[src/rtl/taiga_param_fifo_if.sv]
// Handshake bundle for taiga_param_fifo.
//   master: producer/consumer side (drives push, data_in, pop)
//   slave : FIFO side (drives data_out, valid, full, almost_full, count)
interface taiga_param_fifo_if #(
  parameter int DATA_WIDTH = 42,
  parameter int DEPTH      = 4
);
  logic                           push;
  logic [DATA_WIDTH-1:0]          data_in;
  logic                           pop;
  logic [DATA_WIDTH-1:0]          data_out;
  logic                           valid;
  logic                           full;
  logic                           almost_full;
  logic [$clog2(DEPTH+1)-1:0]     count;

  modport master (output push, data_in, pop,
                  input  data_out, valid, full, almost_full, count);
  modport slave  (input  push, data_in, pop,
                  output data_out, valid, full, almost_full, count);
endinterface

[src/rtl/taiga_param_fifo.sv]
// Parametrised synchronous FIFO with occupancy count, programmable
// almost-full, synchronous flush and optional registered output.
//   clk   : core clock, rising edge
//   rst   : synchronous active-high reset
//   flush : synchronous clear of queue state (same effect as rst)
//   bus   : push/data_in/pop in; data_out/valid/full/almost_full/count out
module taiga_param_fifo #(
  parameter int DATA_WIDTH            = 42,
  parameter int DEPTH                 = 4,
  parameter int ALMOST_FULL_THRESHOLD = DEPTH - 1,
  parameter int REGISTERED_OUTPUT     = 0
) (
  input logic              clk,
  input logic              rst,
  input logic              flush,
  taiga_param_fifo_if.slave bus
);
  localparam int CW = $clog2(DEPTH + 1);
  localparam int PW = (DEPTH > 1) ? $clog2(DEPTH) : 1;

  // Data storage carries no reset so it can map onto distributed RAM.
  logic [DATA_WIDTH-1:0] mem_q [DEPTH];

  logic [PW-1:0]         rd_ptr_q, rd_ptr_d, wr_ptr_q, wr_ptr_d;
  logic [CW-1:0]         count_q, count_d;
  logic [DATA_WIDTH-1:0] out_q, out_d;
  logic                  out_vld_q, out_vld_d;
  logic                  push_eff, pop_eff, mem_we, mem_re, mem_empty;
  logic                  full_w, valid_w;

  // Explicit compare so non-power-of-two depths wrap correctly; with
  // DEPTH=1 the compare is against 0 and the pointer stays at 0.
  function automatic logic [PW-1:0] ptr_inc(input logic [PW-1:0] p);
    return (p == PW'(DEPTH - 1)) ? '0 : p + 1'b1;
  endfunction

  assign full_w  = (count_q == CW'(DEPTH));
  assign valid_w = (REGISTERED_OUTPUT != 0) ? out_vld_q : (count_q != '0);

  always_comb begin
    push_eff  = bus.push & ~full_w;
    pop_eff   = bus.pop & valid_w;
    rd_ptr_d  = rd_ptr_q;
    wr_ptr_d  = wr_ptr_q;
    out_d     = out_q;
    out_vld_d = out_vld_q;
    mem_we    = 1'b0;
    mem_re    = 1'b0;
    // In registered mode count includes the output register, so memory
    // is empty when count equals the register's occupancy bit.
    mem_empty = (count_q == CW'(out_vld_q));

    if (REGISTERED_OUTPUT == 0) begin
      mem_we = push_eff;
      mem_re = pop_eff;
    end else if (!out_vld_q) begin
      // Empty: a push bypasses memory straight into the output register.
      if (push_eff) begin
        out_d     = bus.data_in;
        out_vld_d = 1'b1;
      end
    end else if (pop_eff) begin
      if (!mem_empty) begin
        out_d  = mem_q[rd_ptr_q];
        mem_re = 1'b1;
        mem_we = push_eff;
      end else if (push_eff) begin
        out_d = bus.data_in;
      end else begin
        out_vld_d = 1'b0;
      end
    end else begin
      mem_we = push_eff;
    end

    if (mem_we) wr_ptr_d = ptr_inc(wr_ptr_q);
    if (mem_re) rd_ptr_d = ptr_inc(rd_ptr_q);
    count_d = count_q + CW'(push_eff) - CW'(pop_eff);
  end

  always_ff @(posedge clk) begin
    if (rst || flush) begin
      rd_ptr_q  <= '0;
      wr_ptr_q  <= '0;
      count_q   <= '0;
      out_q     <= '0;
      out_vld_q <= 1'b0;
    end else begin
      rd_ptr_q  <= rd_ptr_d;
      wr_ptr_q  <= wr_ptr_d;
      count_q   <= count_d;
      out_q     <= out_d;
      out_vld_q <= out_vld_d;
    end
  end

  always_ff @(posedge clk) begin
    if (!rst && !flush && mem_we) mem_q[wr_ptr_q] <= bus.data_in;
  end

  // Protocol checks; violating requests are dropped by the handshake logic.
  always_ff @(posedge clk) begin
    assert (ALMOST_FULL_THRESHOLD >= 1) else $error("almost-full threshold below 1");
    if (!rst && !flush) begin
      assert (!(bus.push && full_w)) else $warning("push while full ignored");
      assert (!(bus.pop && !valid_w)) else $warning("pop while empty ignored");
    end
  end

  assign bus.data_out    = (REGISTERED_OUTPUT != 0) ? out_q : mem_q[rd_ptr_q];
  assign bus.valid       = valid_w;
  assign bus.full        = full_w;
  assign bus.almost_full = (count_q >= CW'(ALMOST_FULL_THRESHOLD));
  assign bus.count       = count_q;
endmodule
[src/flat_wrapper.sv]
// flat-port wrapper written by rule: the top's interface ports become plain ports
module taiga_param_fifo_flat 
#(
  parameter int DATA_WIDTH            = 42,
  parameter int DEPTH                 = 4,
  parameter int ALMOST_FULL_THRESHOLD = DEPTH - 1,
  parameter int REGISTERED_OUTPUT     = 0
)
  (clk, rst, flush, bus_push, bus_data_in, bus_pop, bus_data_out, bus_valid, bus_full, bus_almost_full, bus_count);
  taiga_param_fifo_if #(.DATA_WIDTH(DATA_WIDTH), .DEPTH(DEPTH)) bus_i ();
  input logic clk;
  input logic rst;
  input logic flush;
  input wire logic [$bits(bus_i.push)-1:0] bus_push;
  input wire logic [$bits(bus_i.data_in)-1:0] bus_data_in;
  input wire logic [$bits(bus_i.pop)-1:0] bus_pop;
  output wire logic [$bits(bus_i.data_out)-1:0] bus_data_out;
  output wire logic [$bits(bus_i.valid)-1:0] bus_valid;
  output wire logic [$bits(bus_i.full)-1:0] bus_full;
  output wire logic [$bits(bus_i.almost_full)-1:0] bus_almost_full;
  output wire logic [$bits(bus_i.count)-1:0] bus_count;
  assign bus_i.push = bus_push;
  assign bus_i.data_in = bus_data_in;
  assign bus_i.pop = bus_pop;
  assign bus_data_out = bus_i.data_out;
  assign bus_valid = bus_i.valid;
  assign bus_full = bus_i.full;
  assign bus_almost_full = bus_i.almost_full;
  assign bus_count = bus_i.count;
  taiga_param_fifo #(.DATA_WIDTH(DATA_WIDTH), .DEPTH(DEPTH), .ALMOST_FULL_THRESHOLD(ALMOST_FULL_THRESHOLD), .REGISTERED_OUTPUT(REGISTERED_OUTPUT)) u_core (.clk(clk), .rst(rst), .flush(flush), .bus(bus_i));
endmodule
[config.mk]
export PLATFORM = sky130hd
export DESIGN_NAME = taiga_param_fifo_flat
export DESIGN_NICKNAME = d
export VERILOG_FILES = /design/src/rtl/taiga_param_fifo_if.sv /design/src/rtl/taiga_param_fifo.sv /design/src/flat_wrapper.sv
export SDC_FILE = /design/constraint.sdc
export NUM_CORES = 1
export LEC_CHECK = 0
export BUFFER_PORTS_ARGS = -buffer_cell sky130_fd_sc_hd__buf_2
export CORE_MARGIN = 2
export CORE_UTILIZATION = 45
export DETAILED_ROUTE_END_ITERATION = 8
export PLACE_DENSITY = 0.65
export SYNTH_ARGS = -nofsm -noshare
export SYNTH_HDL_FRONTEND = slang
export SYNTH_SLANG_ARGS = --single-unit
[constraint.sdc]
create_clock -name clk -period 3.1 [get_ports clk]
set_input_delay 0.31 -clock clk [delete_from_list [all_inputs] [get_ports clk]]
set_output_delay 0.31 -clock clk [all_outputs]
set_load 0.02 [all_outputs]
==> out/results.txt <==
Run status -> finished clean
Area overhead of the layout relative to synthesis -> 18.5%
Chip width -> 125 µm
Share of layout cells above drive strength 1 -> 45.7%
Hold Violations, Final -> 0
Period utilization -> 77.5%
Initial core utilization -> 45.7%
FFs w/ async S/R, synth -> 0%
Count of pins over their slew limit -> 0
WL final -> 11700 µm
Hold EP -> u_core.bus.count[2]
Worst Tran Pin Value -> 0.590 ns
Post-route DRC -> 0
Fin nets -> 445
Synth cell types -> 25
CTS tree -> yes
Cts bufs inserted -> 17
Unrepaired setup endpoints after global routing -> no
Ys flop type -> edfxtp_1
Clk pwr share -> 39.6%
Synthesized Nets -> 332
Area leader, netlist -> edfxtp_1
Clk_skew -> 0.0124 ns
Warning count from the yosys run -> 0
Worst slew margin -> 60.7%
Drt first pass iters -> 4
Reg2Reg Setup Slack -> 0.70 ns
Die Y-Extent -> 125 µm
GPL Wtd Cong -> 0.711
Post-CTS Resized -> 0
PortBufs -> 94
CTS sink count -> 177
Max Fclk -> 416 MHz
Global-route wire length before repair -> 18200 µm
CP max FO -> 21
Synth top area cells -> edfxtp_1 (76%), mux4_2 (14%), dfxtp_1 (2.7%)
Fin worst setup slack -> 0.696 ns
Synthesized instance count -> 277
Sum Neg Setup Slack -> 0 ns
Reg power frac -> 54.7%
Vias -> 3107
Mapped Area -> 6620 µm²
Net Sw Power -> 1.07 mW
Crit path arrival time -> 2.51 ns
# IOs -> 95
Number of flops mapped to enable cells by yosys -> 168
Initial antenna violation count -> 0
Avg Cell Area, Syn -> 23.9 µm²
Final setup violation count -> 0
# Max-Cap Violations -> 0
Worst EP required -> 3.20 ns
CTS Root Cell -> clkbuf_16
R2R Path End -> u_core.mem_q[2][35]
H-tree depth -> 4
Worst min path class -> input pin to register
Clk pin slew, worst setup/hold paths -> 0.07 ns
Logic pwr share -> 5.7%
Most frequent cell after synthesis -> edfxtp_1
Util after Layout -> 54.2%
PD cells -> 622 nW/µm²
Post-CTS setup buffer count -> 0
CTS Hold Bufs -> 0
Cell row count -> 44
#FFs+latches synth -> 177
Post-DRT Antenna Nets -> 0
DP HPWL -> 7570 µm
Reg2reg path depth -> 4
Die ar. -> 15700 µm²
Vias/cell -> 5.29
Core ar. -> 14500 µm²
Top cells by count, synth -> edfxtp_1 (168), mux4_2 (40), dfxtp_1 (9), ha_1 (7), nand2_1 (7)
Tmin final -> 2.40 ns
Critical Path Start Type -> register
Setup crit start -> u_core.bus.count[1]
Pwr Total -> 4.88 mW
Setup WS pre-CTS -> 0.708 ns
Crit Path Class -> register to register
WHS Path Cells -> 2
Critical path capture point type -> register
Congestion Overflow GR -> 0
Sw Ratio -> 21.9%
Largest net degree at the start of global routing -> 24
Mean routed wirelength per cell -> 19.9 µm
1st-iter DRT viols -> 306
Sequential share of the synthesized area -> 78.9%
Max Buffers Root-to-Sink -> 2
ANT cells -> 0
P_leak -> 2.68 nW
Worst r2r src -> u_core.bus.count[1]
Worst-case vdd ir drop -> 0.251 mV
Min Hold Slack -> 0.0565 ns
Total track usage -> 15.5%
Pint -> 3.81 mW
Top cell type's share of synthesized area -> 76.2%
Min-delay src -> rst
Vias in the first global route -> 3273
Skew-Pair Late Insertion Delay -> 0.42 ns
power groups by stage:
stage	Clock, mW	Combinational, mW	Sequential [mW]
detailed placement	0	0.282	2.72
floorplan	0	0.173	2.72
global route	2.05	0.302	2.67
finish	1.93	0.277	2.67
CTS	1.97	0.282	2.67
global placement	0	0.275	2.72
worst max-delay path by stage:
| stage | slack (ns) | to | depth (start not counted) |
|---|---|---|---|
| 2_1_floorplan | 0.66 | u_core.mem_q[1][0] | 4 |
| 3_3_place_gp | 0.81 | u_core.mem_q[2][22] | 4 |
| 3_5_place_dp | 0.71 | u_core.mem_q[2][39] | 4 |
| 4_1_cts | 0.64 | bus_data_out[17] | 3 |
| 5_1_grt | 0.51 | u_core.mem_q[2][17] | 4 |
| 6_report | 0.70 | u_core.mem_q[2][35] | 4 |
worst max-delay path, stage by stage, from the launching register on:
cell and delay, ns:
dfxtp_1 0.45, nor3b_2 0.09, nor2b_1 0.48, and3_2 0.70
buf_4 0.36
per-stage QoR:
stage	cells	cell area [µm²]
floorplan	277	6620
finish	587	7840
global route	587	7840
global placement	555	7310
CTS	587	7840
detailed placement	555	7310
cells in the final DEF (no fill, tap or decap), types with 2 or more instances in the layout:
cell / instances
clkbuf_1: 2
mux4_1: 2
mux4_2: 40
mux2i_1: 2
edfxtp_1: 168
inv_1: 5
clkinv_4: 2
inv_6: 6
inv_4: 4
buf_4: 11
nand2_1: 7
and3_2: 4
nand3_1: 3
o21ai_0: 5
buf_2: 94
dfxtp_1: 7
clkbuf_16: 17
nor2_1: 3
ha_1: 7
and2_1: 2
registers in the layout (all words and copies together), names as in the netlist, named ones only:
register,cells
u_core.bus.count,3
u_core.mem_q,168
u_core.rd_ptr_q,2
u_core.wr_ptr_q,2
final cells by class:
type                            instances  area (µm²)
Inverter                                5        18.8
Tap cell                              184         230
Fill cell                            1084        6640
Sequential cell                       177        5230
Clock inverter                         13         100
Clock buffer                           19         433
Multi-Input combinational cell         83        1260
Timing Repair Buffer                  106         573
metal layers:
| metal | track usage, % | part of all wire, % |
|---|---|---|
| met5 | 0 | 0 |
| met4 | 5.49 | 1.2 |
| met3 | 5.56 | 7.1 |
| met2 | 23.8 | 48 |
| met1 | 20.9 | 44 |
cells by family (layout without fill, tap and decap cells):
family / count (synthesis) / after routing / share of synthesized area, %
flip-flops: 177 / 177 / 78.9
multiplexers: 44 / 44 / 14.7
AND/OR/NAND/NOR: 23 / 23 / 1.81
buffers and inverters: 17 / 143 / 2.15
adder cells (fa/ha/maj): 8 / 8 / 1.63
AO/OA/AOI/OAI: 7 / 7 / 0.642
XOR/XNOR: 1 / 1 / 0.132
Power figures use the tool's default switching activity.
